--- config.mk ---
export PLATFORM = sky130hd
export DESIGN_NAME = conv_core_param_flat
export DESIGN_NICKNAME = d
export VERILOG_FILES = /design/src/rtl/conv_core_param_if.sv /design/src/rtl/conv_core_param.sv /design/src/flat_wrapper.sv
export SDC_FILE = /design/constraint.sdc
export NUM_CORES = 1
export LEC_CHECK = 0
export CAP_MARGIN = 20
export CORE_MARGIN = 5
export CORE_UTILIZATION = 35
export DETAILED_ROUTE_END_ITERATION = 10
export PLACE_DENSITY = 0.58
export SLEW_MARGIN = 20
export SYNTH_ARGS = -nofsm -noshare
export SYNTH_HDL_FRONTEND = slang
export SYNTH_SLANG_ARGS = --single-unit
--- constraint.sdc ---
create_clock -name clk -period 9.4 [get_ports clk]
set_clock_uncertainty 0.05 [all_clocks]
set_input_delay 1.88 -clock clk [delete_from_list [all_inputs] [get_ports clk]]
set_output_delay 1.88 -clock clk [all_outputs]
set_load 0.02 [all_outputs]
--- src/rtl/conv_core_param_if.sv ---
// rtl/conv_core_param_if.sv - memory-side bus of the convolution engine (X/Y read ports, Z write port)
interface conv_core_param_if #(
    parameter int DATA_WIDTH_X = 8,
    parameter int DATA_WIDTH_Y = 8,
    parameter int DATA_WIDTH_Z = 16,
    parameter int ADDR_WIDTH_X = 5,
    parameter int ADDR_WIDTH_Y = 5,
    parameter int ADDR_WIDTH_Z = 6
);
    logic [ADDR_WIDTH_X-1:0] memX_addr;
    logic [DATA_WIDTH_X-1:0] dataX;
    logic [ADDR_WIDTH_Y-1:0] memY_addr;
    logic [DATA_WIDTH_Y-1:0] dataY;
    logic [ADDR_WIDTH_Z-1:0] memZ_addr;
    logic [DATA_WIDTH_Z-1:0] dataZ;
    logic                    writeZ;

    // Engine side: drives addresses and Z write, receives synchronous-read data.
    modport master (
        output memX_addr,
        input  dataX,
        output memY_addr,
        input  dataY,
        output memZ_addr,
        output dataZ,
        output writeZ
    );

    // Memory side.
    modport slave (
        input  memX_addr,
        output dataX,
        input  memY_addr,
        output dataY,
        input  memZ_addr,
        input  dataZ,
        input  writeZ
    );
endinterface

--- src/rtl/conv_core_param.sv ---
// rtl/conv_core_param.sv - parametrised linear convolution engine Z = X * Y over memory operands
module conv_core_param #(
    parameter int DATA_WIDTH_X = 8,
    parameter int DATA_WIDTH_Y = 8,
    parameter int DATA_WIDTH_Z = 16,
    parameter int ADDR_WIDTH_X = 5,
    parameter int ADDR_WIDTH_Y = 5,
    parameter int ADDR_WIDTH_Z = 6
) (
    input  logic                    clk,
    input  logic                    rstn,
    input  logic                    start,
    input  logic [ADDR_WIDTH_X:0]   sizeX,
    input  logic [ADDR_WIDTH_Y:0]   sizeY,
    input  logic                    signed_mode,
    input  logic                    sat_en,
    conv_core_param_if.master       mem_if,
    output logic                    busy,
    output logic                    done,
    output logic                    ovf
);
    localparam int DX     = DATA_WIDTH_X;
    localparam int DY     = DATA_WIDTH_Y;
    localparam int DZ     = DATA_WIDTH_Z;
    localparam int AX     = ADDR_WIDTH_X;
    localparam int AY     = ADDR_WIDTH_Y;
    localparam int AZ     = ADDR_WIDTH_Z;
    localparam int AW_MIN = (AX < AY) ? AX : AY;
    // Wide enough that min(Sx,Sy) full-scale products can never wrap.
    localparam int ACC_W  = DX + DY + AW_MIN + 1;
    // Output index / size arithmetic width; holds Sx+Sy without wrapping.
    localparam int WN     = AZ + 1;

    localparam logic signed [ACC_W-1:0] S_MAX = {{(ACC_W-DZ+1){1'b0}}, {(DZ-1){1'b1}}};
    localparam logic signed [ACC_W-1:0] S_MIN = {{(ACC_W-DZ+1){1'b1}}, {(DZ-1){1'b0}}};
    localparam logic signed [ACC_W-1:0] U_MAX = {{(ACC_W-DZ){1'b0}}, {DZ{1'b1}}};

    typedef enum logic [2:0] {
        S_IDLE,
        S_INIT,
        S_ISSUE,
        S_DRAIN,
        S_WRITE
    } state_t;

    state_t                   state_q, state_d;
    logic [AX:0]              sx_q, sx_d;
    logic [AY:0]              sy_q, sy_d;
    logic                     sgn_q, sgn_d;
    logic                     sat_q, sat_d;
    logic [WN-1:0]            nz_q, nz_d;
    logic [WN-1:0]            n_q, n_d;
    logic                     first_q, first_d;
    logic signed [ACC_W-1:0]  acc_q, acc_d;
    logic [AX-1:0]            addr_x_q, addr_x_d;
    logic [AY-1:0]            addr_y_q, addr_y_d;
    logic [AZ-1:0]            addr_z_q, addr_z_d;
    logic [DZ-1:0]            data_z_q, data_z_d;
    logic                     write_z_q, write_z_d;
    logic                     busy_q, busy_d;
    logic                     done_q, done_d;
    logic                     ovf_q, ovf_d;

    logic [AX:0]              size_x_clamped;
    logic [AY:0]              size_y_clamped;
    logic [WN-1:0]            sx_w, sy_w, n_inc, kmin_nx, kmax_cur, kx_w;
    logic [AY-1:0]            ky_nx;

    logic signed [DX:0]       x_ext;
    logic signed [DY:0]       y_ext;
    logic signed [ACC_W-1:0]  x_wide, y_wide, prod, sum, z_hi, z_lo;
    logic                     too_hi, too_lo;
    logic [DZ-1:0]            z_conv;

    assign mem_if.memX_addr = addr_x_q;
    assign mem_if.memY_addr = addr_y_q;
    assign mem_if.memZ_addr = addr_z_q;
    assign mem_if.dataZ     = data_z_q;
    assign mem_if.writeZ    = write_z_q;
    assign busy             = busy_q;
    assign done             = done_q;
    assign ovf              = ovf_q;

    // Size clamp and k-range bookkeeping for the current and the next output index.
    always_comb begin
        size_x_clamped = (sizeX[AX] && (|sizeX[AX-1:0])) ? {1'b1, {AX{1'b0}}} : sizeX;
        size_y_clamped = (sizeY[AY] && (|sizeY[AY-1:0])) ? {1'b1, {AY{1'b0}}} : sizeY;
        sx_w     = WN'(sx_q);
        sy_w     = WN'(sy_q);
        n_inc    = n_q + WN'(1);
        kmin_nx  = (n_inc >= sy_w) ? (n_inc - sy_w + WN'(1)) : '0;
        ky_nx    = AY'(n_inc - kmin_nx);
        kmax_cur = (n_q < (sx_w - WN'(1))) ? n_q : (sx_w - WN'(1));
        kx_w     = WN'(addr_x_q);
    end

    // Product of the operands read last cycle, running sum, and conversion to the Z range.
    always_comb begin
        x_ext  = {sgn_q & mem_if.dataX[DX-1], mem_if.dataX};
        y_ext  = {sgn_q & mem_if.dataY[DY-1], mem_if.dataY};
        x_wide = {{(ACC_W-DX-1){x_ext[DX]}}, x_ext};
        y_wide = {{(ACC_W-DY-1){y_ext[DY]}}, y_ext};
        prod   = x_wide * y_wide;
        sum    = acc_q + prod;
        z_hi   = sgn_q ? S_MAX : U_MAX;
        z_lo   = sgn_q ? S_MIN : '0;
        too_hi = (sum > z_hi);
        too_lo = (sum < z_lo);
        z_conv = sum[DZ-1:0];
        if (sat_q) begin
            if (too_hi) begin
                z_conv = z_hi[DZ-1:0];
            end else if (too_lo) begin
                z_conv = z_lo[DZ-1:0];
            end
        end
    end

    // Next-state and next-output logic of the run sequencer.
    always_comb begin
        state_d   = state_q;
        sx_d      = sx_q;
        sy_d      = sy_q;
        sgn_d     = sgn_q;
        sat_d     = sat_q;
        nz_d      = nz_q;
        n_d       = n_q;
        first_d   = first_q;
        acc_d     = acc_q;
        addr_x_d  = addr_x_q;
        addr_y_d  = addr_y_q;
        addr_z_d  = addr_z_q;
        data_z_d  = data_z_q;
        write_z_d = 1'b0;
        busy_d    = busy_q;
        done_d    = 1'b0;
        ovf_d     = ovf_q;
        unique case (state_q)
            S_IDLE: begin
                if (start) begin
                    busy_d  = 1'b1;
                    ovf_d   = 1'b0;
                    sx_d    = size_x_clamped;
                    sy_d    = size_y_clamped;
                    sgn_d   = signed_mode;
                    sat_d   = sat_en;
                    state_d = S_INIT;
                end
            end
            S_INIT: begin
                n_d  = '0;
                nz_d = sx_w + sy_w - WN'(1);
                if ((sx_q == '0) || (sy_q == '0)) begin
                    busy_d  = 1'b0;
                    done_d  = 1'b1;
                    state_d = S_IDLE;
                end else begin
                    addr_x_d = '0;
                    addr_y_d = '0;
                    first_d  = 1'b1;
                    state_d  = S_ISSUE;
                end
            end
            S_ISSUE: begin
                // Read data in the first issue cycle of an output belongs to no term of it.
                acc_d   = first_q ? '0 : sum;
                first_d = 1'b0;
                if (kx_w == kmax_cur) begin
                    state_d = S_DRAIN;
                end else begin
                    addr_x_d = addr_x_q + AX'(1);
                    addr_y_d = addr_y_q - AY'(1);
                end
            end
            S_DRAIN: begin
                acc_d     = sum;
                write_z_d = 1'b1;
                addr_z_d  = AZ'(n_q);
                data_z_d  = z_conv;
                if (too_hi || too_lo) begin
                    ovf_d = 1'b1;
                end
                state_d = S_WRITE;
            end
            S_WRITE: begin
                if (n_inc < nz_q) begin
                    n_d      = n_inc;
                    addr_x_d = AX'(kmin_nx);
                    addr_y_d = ky_nx;
                    first_d  = 1'b1;
                    state_d  = S_ISSUE;
                end else begin
                    busy_d  = 1'b0;
                    done_d  = 1'b1;
                    state_d = S_IDLE;
                end
            end
            default: begin
                state_d = S_IDLE;
            end
        endcase
    end

    // Sequencer state and all registered outputs; reset aborts a run at once.
    always_ff @(posedge clk or negedge rstn) begin
        if (!rstn) begin
            state_q   <= S_IDLE;
            sx_q      <= '0;
            sy_q      <= '0;
            sgn_q     <= 1'b0;
            sat_q     <= 1'b0;
            nz_q      <= '0;
            n_q       <= '0;
            first_q   <= 1'b0;
            acc_q     <= '0;
            addr_x_q  <= '0;
            addr_y_q  <= '0;
            addr_z_q  <= '0;
            data_z_q  <= '0;
            write_z_q <= 1'b0;
            busy_q    <= 1'b0;
            done_q    <= 1'b0;
            ovf_q     <= 1'b0;
        end else begin
            state_q   <= state_d;
            sx_q      <= sx_d;
            sy_q      <= sy_d;
            sgn_q     <= sgn_d;
            sat_q     <= sat_d;
            nz_q      <= nz_d;
            n_q       <= n_d;
            first_q   <= first_d;
            acc_q     <= acc_d;
            addr_x_q  <= addr_x_d;
            addr_y_q  <= addr_y_d;
            addr_z_q  <= addr_z_d;
            data_z_q  <= data_z_d;
            write_z_q <= write_z_d;
            busy_q    <= busy_d;
            done_q    <= done_d;
            ovf_q     <= ovf_d;
        end
    end
endmodule

--- src/flat_wrapper.sv ---
// flat-port wrapper written by rule: the top's interface ports become plain ports
module conv_core_param_flat 
#(
    parameter int DATA_WIDTH_X = 8,
    parameter int DATA_WIDTH_Y = 8,
    parameter int DATA_WIDTH_Z = 16,
    parameter int ADDR_WIDTH_X = 5,
    parameter int ADDR_WIDTH_Y = 5,
    parameter int ADDR_WIDTH_Z = 6
)
  (clk, rstn, start, sizeX, sizeY, signed_mode, sat_en, busy, done, ovf, mem_if_memX_addr, mem_if_dataX, mem_if_memY_addr, mem_if_dataY, mem_if_memZ_addr, mem_if_dataZ, mem_if_writeZ);
  conv_core_param_if #(.DATA_WIDTH_X(DATA_WIDTH_X), .DATA_WIDTH_Y(DATA_WIDTH_Y), .DATA_WIDTH_Z(DATA_WIDTH_Z), .ADDR_WIDTH_X(ADDR_WIDTH_X), .ADDR_WIDTH_Y(ADDR_WIDTH_Y), .ADDR_WIDTH_Z(ADDR_WIDTH_Z)) mem_if_i ();
  input  logic clk;
  input  logic rstn;
  input  logic start;
  input  logic [ADDR_WIDTH_X:0] sizeX;
  input  logic [ADDR_WIDTH_Y:0] sizeY;
  input  logic signed_mode;
  input  logic sat_en;
  output logic busy;
  output logic done;
  output logic ovf;
  output wire logic [$bits(mem_if_i.memX_addr)-1:0] mem_if_memX_addr;
  input wire logic [$bits(mem_if_i.dataX)-1:0] mem_if_dataX;
  output wire logic [$bits(mem_if_i.memY_addr)-1:0] mem_if_memY_addr;
  input wire logic [$bits(mem_if_i.dataY)-1:0] mem_if_dataY;
  output wire logic [$bits(mem_if_i.memZ_addr)-1:0] mem_if_memZ_addr;
  output wire logic [$bits(mem_if_i.dataZ)-1:0] mem_if_dataZ;
  output wire logic [$bits(mem_if_i.writeZ)-1:0] mem_if_writeZ;
  assign mem_if_memX_addr = mem_if_i.memX_addr;
  assign mem_if_i.dataX = mem_if_dataX;
  assign mem_if_memY_addr = mem_if_i.memY_addr;
  assign mem_if_i.dataY = mem_if_dataY;
  assign mem_if_memZ_addr = mem_if_i.memZ_addr;
  assign mem_if_dataZ = mem_if_i.dataZ;
  assign mem_if_writeZ = mem_if_i.writeZ;
  conv_core_param #(.DATA_WIDTH_X(DATA_WIDTH_X), .DATA_WIDTH_Y(DATA_WIDTH_Y), .DATA_WIDTH_Z(DATA_WIDTH_Z), .ADDR_WIDTH_X(ADDR_WIDTH_X), .ADDR_WIDTH_Y(ADDR_WIDTH_Y), .ADDR_WIDTH_Z(ADDR_WIDTH_Z)) u_core (.clk(clk), .rstn(rstn), .start(start), .sizeX(sizeX), .sizeY(sizeY), .signed_mode(signed_mode), .sat_en(sat_en), .mem_if(mem_if_i), .busy(busy), .done(done), .ovf(ovf));
endmodule
Yosys cells after proc, flatten, opt, wreduce, memory -nomap -nowiden
Index checks and enable logic that the tools add are counted.
{"block": "totals", "memories": 0, "in_bits": 33, "output_inout_bits": 36, "romBits": 0, "reg_bits": 90, "ram_bits": 0, "wordCells": 108, "latchBits": 0}
{"block": "classes", "mux": 39, "n_reduce_logical": 21, "n_bitwise": 2, "shift": 0, "n_eq_ne": 13, "add_sub_neg": 10, "div_mod_pow": 0, "order_cmp": 5, "multipliers": 1}
{"op": "$mux 16", "n": 4}
{"op": "$mux 22", "n": 2}
{"op": "$pmux 22 s2", "n": 1}
{"op": "$mux 5", "n": 6}
{"op": "$pmux 5 s3", "n": 2}
{"op": "$add 22x22->22", "n": 1}
{"op": "$gt 22x22->1", "n": 1}
{"op": "$lt 22x22->1", "n": 1}
{"op": "$mul 9x9->18", "n": 1}
{"op": "$pmux 3 s5", "n": 1}
{"op": "$lt 7x7->1", "n": 2}
{"op": "$mux 7", "n": 2}
{"op": "$pmux 7 s2", "n": 1}
{"op": "$logic_not 6->1", "n": 2}
{"op": "$mux 6", "n": 2}
{"op": "$add 5x1->5 const B", "n": 2}
{"op": "$mux 1", "n": 10}
{"op": "$reduce_or 5->1", "n": 2}
{"op": "$sub 5x5->5", "n": 2}
{"op": "$ne 2x1->1 const B", "n": 4}
{"op": "$ne 2x2->1 const B", "n": 4}
{"op": "$reduce_and 4->1", "n": 2}
{"op": "$add 6x6->7", "n": 1}
{"op": "$add 7x1->7 const B", "n": 1}
{"op": "20 further kinds", "n": 34}

Longest topological paths before layout
Gate-level depths: netlist of run 1.
{"block": "depth", "ltp_word": 7, "ltp_mapped": 40, "ltp_nobuf": 38}

Worst setup path after synthesis of run 1
OpenSTA, ideal clock, no wires.
{"block": "synth_timing", "path_type": "input to register", "from": "input port mem_if_dataY[7]", "to": "register u_core.data_z_q[0] (netlist: u_core.mem_if.dataZ[0])", "setup_slack_ps": -321, "path_stages": 33, "required_time_ps": 9224, "arrival_time_ps": 9545, "path_buffers": 3, "path_cell_list": "clkbuf_1 nand2_1 or2_2 fa_1 fa_1 inv_1 fa_1 fa_1 inv_1 fa_1 inv_1 ha_1 o21a_1 o31a_1 o31ai_1 a31o_2 xnor2_1 ha_1 clkbuf_1 o21a_1 o21a_1 o21ai_0 a31oi_1 or3_1 nand2_2 inv_1 ha_1 nor3b_1 o21a_1 nand2_1 clkbuf_1 a21oi_1 a21oi_4"}
{"block": "synth_between", "elab_chain_len": 7, "elab_cells_between_ends": 8, "cone_classes": "1 x add/sub; 1 x mul; 2 x order compare; 3 x mux; 1 x bitwise"}
{"item": "start, declared", "line_no": "flat_wrapper.sv:26", "source": "input wire logic [$bits(mem_if_i.dataY)-1:0] mem_if_dataY;"}
{"item": "$and 1x1->1", "line_no": "conv_core_param.sv:100", "source": "y_ext = {sgn_q & mem_if.dataY[DY-1], mem_if.dataY};"}
{"item": "$mul 9x9->18 *", "line_no": "conv_core_param.sv:103", "source": "prod = x_wide * y_wide;"}
{"item": "$add 22x22->22 *", "line_no": "conv_core_param.sv:104", "source": "sum = acc_q + prod;"}
{"item": "$lt 22x22->1", "line_no": "conv_core_param.sv:108", "source": "too_lo = (sum < z_lo);"}
{"item": "$mux 16", "line_no": "conv_core_param.sv:113", "source": "end else if (too_lo) begin"}
{"item": "$mux 16 *", "line_no": "conv_core_param.sv:111", "source": "if (too_hi) begin"}
{"item": "$mux 16 *", "line_no": "conv_core_param.sv:110", "source": "if (sat_q) begin"}
{"item": "end signal, assigned", "line_no": "conv_core_param.sv:237", "source": "data_z_q <= data_z_d;"}
{"item": "end, declared", "line_no": "conv_core_param.sv:58", "source": "logic [DZ-1:0] data_z_q, data_z_d;"}
Every way passes the cells marked *; elsewhere a longest branch is shown, timed or not.
A chain may end at the register's enable or synchronous reset.

Worst setup path in the final report of run 1
{"block": "layout_timing", "from": "input port mem_if_dataX[0]", "to": "register u_core.ovf_q (netlist: u_core.ovf)"}
{"block": "layout_between", "elab_chain_len": 6, "elab_cells_between_ends": 7, "cone_classes": "1 x add/sub; 1 x mul; 2 x order compare; 1 x eq/ne; 2 x reduce/logical"}
{"item": "start, declared", "line_no": "flat_wrapper.sv:24", "source": "input wire logic [$bits(mem_if_i.dataX)-1:0] mem_if_dataX;"}
{"item": "$mul 9x9->18 *", "line_no": "conv_core_param.sv:103"}
{"item": "$add 22x22->22 *", "line_no": "conv_core_param.sv:104"}
{"item": "$gt 22x22->1 / $lt 22x22->1 (equally long branches)", "line_no": "conv_core_param.sv:107, conv_core_param.sv:108"}
{"item": "$logic_or 1x1->1 *", "line_no": "conv_core_param.sv:180", "source": "if (too_hi || too_lo) begin"}
{"item": "$ne 2x1->1 (no line) *"}
{"item": "$reduce_and 3->1 (no line) *"}
{"item": "end signal, assigned", "line_no": "conv_core_param.sv:241", "source": "ovf_q <= ovf_d;"}
{"item": "end, declared", "line_no": "conv_core_param.sv:62", "source": "logic ovf_q, ovf_d;"}
Marked as above.

==> results by group, run 1 <==
Synthesis
  • Mapped Cells: 1106
  • Synth top area share: 22.7%
  • Simple-Gate Fraction of Synth Area: 15.9%
  • FF+latch count, synth: 90
  • Multiplexer share of the synthesized area: 1.31%
  • Complex-gate fraction of the synthesized area: 18.3%
  • Avg Synthesized Cell Area: 8.95 sq um
  • Main combinational cell family by area after synthesis: adder cells
  • Post-synth EDFFs: 0
  • Share of async-settable or async-resettable flops after synthesis: 100%
  • Synth Warn #: 0
  • Synth area leader: dfrtp_1
  • Top_reg_cell synth: dfrtp_1
  • Syn_nets: 1324
  • Sequential fraction of the synthesis area: 22.7%
  • Netlist Area Pre-Place: 9900 sq um
  • Distinct cells, synth: 79
  • Top area cells in the synthesized netlist: dfrtp_1, fa_1, ha_1, inv_1, nand2_1
  • Adder-Cell Fraction of Synth Area: 29.1%
  • XOR/XNOR Fraction of Synth Area: 5.36%

Flow run
  • Number of max-cap violations: 0

Setup path
  • Worst Path Required: 9.56 ns
  • Crit path largest cell delay: 0.51 ns
  • CP startpoint kind: primary input
  • CP endpoint kind: flip-flop
  • Setup CP Type: in -> reg
  • Worst path most repeated cell: fa_1
  • CP max-delay cell: fa_1
  • Arr. time, crit path: 9.24 ns
  • Crit-path max FO: 6

Timing
  • Final hold viol count: 0
  • Fin. max-slew vios: 0
  • Crit share post-route: 96.5%
  • Final setup viols: 0
  • Hold WS: 0.440 ns
  • Max Clk Rate: 110 MHz
  • Min cycle time layout: 9.07 ns
  • Rel. slew slack: 30.4%
  • Worst-margin pin slew: 1.04 ns

Clocking
  • H-tree levels: 3
  • Buffer depth of the longest clock path: 2
  • Cts bufs inserted: 9
  • Latest clock arrival within the worst-skew pair: 0.35 ns
  • Post-CTS Hold Buffers: 0
  • CTS tree: yes
  • Clk sinks: 90
  • Clock-pin slew on the worst setup and hold paths: 0.07 ns
  • Clock root buffer: clkbuf_16

Cells and area
  • Nets@finish: 1493
  • Layout cell share with drive strength beyond 1: 17.1%
  • Area Growth Syn to Fin: 24.6%
  • Ant. Diodes: 0
  • Multi-input logic area: 7080 sq um
  • FF/Latch Area: 2250 sq um
  • # fillers: 2720
  • Final Non-Filler Cells: 1658

Drt
  • WL per Instance: 14.9 microns
  • Metal2 WL: 11200 microns
  • Met3 routed WL: 850 microns
  • Drt first pass iters: 5
  • Met1 WL: 12300 microns
  • Antenna viol nets, final: 0
  • Initial DRC Count: 514
  • Vias/cell: 4.97
  • Routed vias: 8242
  • Max Used Layer: met4
  • Routed WL: 24800 microns
  • Drc violations: 0

Floorplan
  • DIE HEIGHT: 178 microns
  • Starting Density: 35.5%
  • Core area: 27900 sq um
  • Die ar.: 31800 sq um
  • Row cnt: 61
  • Num ports: 69
  • Chip width: 178 microns

Placement
  • Gpl congestion: 0.817
  • IO Port Bufs: 68
  • DP Cell Count: 1637
  • Dpl hpwl: 19900 microns

Global route
  • Initial antenna violation count: 0
  • Congestion Overflow GR: 0
  • First-pass GRT wire length: 41700 microns
  • Vias in the first global route: 8232
  • Gr usage total: 16.1%
  • Pin count of the biggest net entering global routing: 69

Min path
  • HP Class: reg -> reg

Status
  • Status: finished, final reports clean
per-layer routing:
layer	GRT usage [%]	up-vias
met4	3.52	0
met2	25.1	139
met1	23.6	4008
met5	0	-
li1	-	4070
met3	2.56	25
logic make-up (layout without fill, tap and decap cells):
kind of cell	after synthesis	after routing
flip-flops	90	90
AO/OA/AOI/OAI	250	250
XOR/XNOR	59	59
buffers and inverters	190	364
AND/OR/NAND/NOR	320	320
multiplexers	12	12
adder cells (fa/ha/maj)	185	185
placed cells by master, fill, tap and decap left out, types with 10 or more instances in the layout:
cell | Yosys | routed
xor2_1 | 16 | 16
fa_1 | 75 | 73
and2_1 | 40 | 39
a22o_1 | 21 | 21
buf_4 | 0 | 126
clkdlybuf4s50_1 | 0 | 51
nand2_1 | 112 | 110
nor2_1 | 63 | 62
a21o_1 | 21 | 21
a21oi_4 | 10 | 10
and3_1 | 12 | 12
xnor2_1 | 42 | 41
o21a_1 | 18 | 18
ha_1 | 110 | 105
inv_1 | 150 | 149
dfrtp_1 | 90 | 90
nand2b_1 | 17 | 17
o21ai_0 | 54 | 53
a21oi_1 | 53 | 41
a21oi_2 | 1 | 13
nor3_1 | 10 | 10
nand3_1 | 19 | 17
worst paths after layout:
kind                            startpoint                      to  slack [ns]  cells after the start
hold reg to reg             u_core.nz_q[5]          u_core.nz_q[5]        0.44                      2
hold / removal              u_core.nz_q[5]          u_core.nz_q[5]        0.44                      2
setup reg to reg              u_core.sgn_q              u_core.ovf        1.50                     32
min in group asynchronous             rstn  u_core.mem_if.dataZ[3]        1.37                      1
max in group asynchronous             rstn          u_core.sy_q[2]        6.71                      2
setup / recovery           mem_if_dataX[0]              u_core.ovf        0.33                     32
synthesized netlist by cell type, types with 17 or more instances:
cell type and number:
o21a_1 18, inv_1 150, a21o_1 21, nand3_1 19, xnor2_1 42, dfrtp_1 90, fa_1 75, nand2_1 112
clkbuf_1 35, o21ai_0 54, nand2b_1 17, ha_1 110, a22o_1 21, nor2_1 63, a21oi_1 53, and2_1 40
flip-flops by register name, summed over array words and instances (netlist names), 3 cells and up:
signal / count
u_core.acc_q: 22
u_core.n_q: 7
u_core.nz_q: 7
u_core.sx_q: 6
u_core.state_q: 3
u_core.mem_if.memY_addr: 5
u_core.mem_if.memZ_addr: 6
u_core.mem_if.dataZ: 16
u_core.sy_q: 6
u_core.mem_if.memX_addr: 5
layout make-up:
class,instances,share of cell area (%)
Inverter,151,4.59
Clock buffer,11,1.97
Sequential cell,90,18.3
Tap cell,378,3.83
Clock inverter,5,0.497
Multi-Input combinational cell,826,57.4
Timing Repair Buffer,197,13.5
worst max-delay path: cells and delay by family:
kind                     cells  cell delay [ns]
XOR/XNOR                     1             0.11
AND/OR/NAND/NOR              8             1.87
adder cells (fa/ha/maj)      8             3.25
AO/OA/AOI/OAI               10             1.61
buffers and inverters        5             0.53
per-stage QoR:
stage / utilization (%) / setup slack (ns) / cell area (sq um) / TNS (ns)
floorplan: - / 0.0174 / 9960 / 0
global placement: 42.7 / -0.444 / 11900 / -7.40
global route: 44.3 / -0.0143 / 12300 / -0.0283
CTS: 43.9 / 0.00920 / 12200 / 0
detailed placement: 42.7 / -0.641 / 11900 / -10.52
finish: 44.3 / 0.327 / 12300 / 0
what timing repair did:
action,CTS,global route
resized for setup,19,33
endpoints found under the hold margin,0,0
pin swaps,5,19
buffers inserted,2,3
setup endpoints to repair,17,17
Power of run 1 is left out: the tool's default activity adds up to more than one toggle a clock period on the data nets, which glitch-free logic cannot reach.
==> run 2: changes to the inputs <==
--- a/constraint.sdc
+++ b/constraint.sdc
@@ -3,3 +3,3 @@
 set_input_delay 1.88 -clock clk [delete_from_list [all_inputs] [get_ports clk]]
 set_output_delay 1.88 -clock clk [all_outputs]
-set_load 0.02 [all_outputs]
+set_load 0.1 [all_outputs]
==> results of run 2 <==
Same layout as run 1: the final DEF is identical, and so are final timing and power.
Power of run 2 is left out for the same reason.
==> run 3: changes to the inputs <==
CTS_CLUSTER_DIAMETER = 120   (was default)
clock period = 9.7 ns   (was 9.4 ns; I/O delays follow)
==> results by group, run 3 (synthesized netlist as in run 1, its figures left out) <==
Clocking
  • Clock-pin slew on the worst setup and hold paths: 0.06 ns (was 0.07 ns)
  • Clk sinks: 90 (unchanged)
  • Latest clock arrival within the worst-skew pair: 0.35 ns (about the same)
  • Cts bufs inserted: 9 (unchanged)
  • H-tree levels: 3 (unchanged)
  • Buffer depth of the longest clock path: 2 (unchanged)
  • Clock root buffer: clkbuf_16 (unchanged)
  • CTS tree: yes (unchanged)

Drt
  • Antenna viol nets, final: 0 (unchanged)
  • Initial DRC Count: 456 (was 514)
  • WL per Instance: 14.9 microns (about the same)
  • Routed WL: 24600 microns (was 24800 microns)
  • Drc violations: 0 (unchanged)
  • Routed vias: 8209 (was 8242)
  • Drt first pass iters: 6 (was 5)
  • Vias/cell: 4.98 (was 4.97)

Timing
  • Min cycle time layout: 9.37 ns
  • Rel. slew slack: 32.6% (was 30.4%)
  • Final WS setup: 0.326 ns (was 0.327 ns)
  • Worst-margin pin slew: 1.01 ns (was 1.04 ns)
  • Fin. max-slew vios: 0 (unchanged)
  • Hold WS: 0.429 ns (was 0.440 ns)
  • Final setup viols: 0 (unchanged)
  • Max Clk Rate: 107 MHz
  • RSZ-0062 raised after global routing: false
  • Crit share post-route: 96.6%
  • Final hold viol count: 0 (unchanged)

Floorplan
  • Die ar.: 31800 sq um (unchanged)
  • Chip width: 178 microns (unchanged)
  • Num ports: 69 (unchanged)
  • Row cnt: 61 (unchanged)
  • DIE HEIGHT: 178 microns (unchanged)
  • Starting Density: 35.5% (unchanged)
  • Core area: 27900 sq um (unchanged)

Setup path
  • CP max-delay cell: fa_1 (unchanged)
  • R2r setup slk: 1.75 ns (was 1.50 ns)
  • CP endpoint kind: flip-flop (unchanged)
  • Worst Path Required: 9.88 ns (was 9.56 ns)
  • CP startpoint kind: primary input (unchanged)
  • Worst r2r path cells: 33 (was 32)
  • Reg2reg start: u_core.sgn_q (unchanged)
  • Crit-path max FO: 7 (was 6)
  • Worst path most repeated cell: fa_1 (unchanged)
  • Setup CP Type: in -> reg (unchanged)
  • Crit path largest cell delay: 0.52 ns (was 0.51 ns)
  • R2R Path End: u_core.mem_if.dataZ[11] (was u_core.ovf)
  • Arr. time, crit path: 9.55 ns (was 9.24 ns)
  • Crit. Startpoint: mem_if_dataX[0] (unchanged)

Global route
  • Global-route track usage on met1: 23.3% (was 23.6%)
  • Layer carrying the most global-route usage: met2 (unchanged)
  • Vias in the first global route: 8119 (was 8232)
  • Pin count of the biggest net entering global routing: 49 (was 69)
  • Met3 Use GR: 2.50% (was 2.56%)
  • Congestion Overflow GR: 0 (unchanged)
  • Initial antenna violation count: 0 (unchanged)
  • Gr usage total: 15.9% (was 16.1%)
  • GRT met2 Usage: 25.4% (was 25.1%)
  • First-pass GRT wire length: 41000 microns (was 41700 microns)

Placement
  • Dpl hpwl: 20000 microns (was 19900 microns)
  • DP Area: 11800 sq um (was 11900 sq um)
  • Pre-CTS setup slack: -0.497 ns (was -0.641 ns)
  • IO Port Bufs: 68 (unchanged)
  • Gpl congestion: 0.853 (was 0.817)

Cells and area
  • Max reg flops: 22 (unchanged)
  • Area Growth Syn to Fin: 24.3% (was 24.6%)
  • Nets@finish: 1484 (was 1493)
  • Multi-input logic area: 7070 sq um (was 7080 sq um)
  • Commonest non-fill, non-tap cell in the layout: inv_1 (unchanged)
  • Most frequent cells in the layout: inv_1, buf_4, nand2_1 (unchanged)
  • # fillers: 2760 (was 2720)
  • Top reg by flops: u_core.acc_q (unchanged)
  • Ant. Diodes: 0 (unchanged)
  • Layout cell share with drive strength beyond 1: 15.9% (was 17.1%)
  • Core Util, Final: 44.2% (was 44.3%)
  • FF/Latch Area: 2250 sq um (unchanged)
  • Post-route cell area: 12300 sq um (about the same)

Min path
  • HP Class: reg -> reg (unchanged)
  • Hold-critical path endpoint: u_core.nz_q[0] (was u_core.nz_q[5])
  • Hold-critical path depth: 2 (unchanged)
  • Hold Startpoint: u_core.nz_q[0] (was u_core.nz_q[5])

Status
  • Status: finished, final reports clean (unchanged)

Flow run
  • Number of max-cap violations: 0 (unchanged)
## run 3: what timing repair did
action                                  in CTS  in global routing
hold buffers                                 0                  0
resized for setup                            7                 32
cloned                                       0                  0
pin swaps                                    9                 17
endpoints found under the setup margin      17                 17
endpoints found under the hold margin        0                  0
setup buffers                                1                  6
## run 3: area by class of cell
type / count / area share (%)
inverters: 151 / 4.61
multi-input cells: 826 / 57.4
clock inverters: 6 / 0.732
flip-flops and latches: 90 / 18.3
well taps: 378 / 3.84
clock buffers: 10 / 1.94
repair buffers: 188 / 13.2
## run 3: critical path: cells and delay by family
kind                     cells  cell delay, ns
AO/OA/AOI/OAI                9            1.27
XOR/XNOR                     1            0.11
adder cells (fa/ha/maj)      8            3.26
buffers and inverters        7            0.96
AND/OR/NAND/NOR              9            2.01
## run 3: how the worst max path moves through the flow
stage | end | slack (ns) | cells after the start
floorplan | u_core.mem_if.dataZ[0] | -0.02 | 33
global placement | u_core.mem_if.dataZ[4] | -0.34 | 33
detailed placement | u_core.mem_if.dataZ[11] | -0.50 | 33
CTS | u_core.mem_if.dataZ[11] | 0.01 | 34
global route | u_core.mem_if.dataZ[11] | 0.02 | 36
finish | u_core.mem_if.dataZ[11] | 0.33 | 34
## run 3: metrics by stage
stage,instances,TNS [ns]
2_1_floorplan,1106,-0.113
3_3_place_gp,1626,-4.97
3_5_place_dp,1626,-8.18
4_1_cts,1643,0
5_1_grt,1649,0
6_report,1649,0
## run 3: routing by layer
metal,part of all wire (%),wire length [microns]
met3,3.6,881
met4,0.84,206
met2,46,11400
met5,0,0
met1,49,12100
Power of run 3 is left out for the same reason.
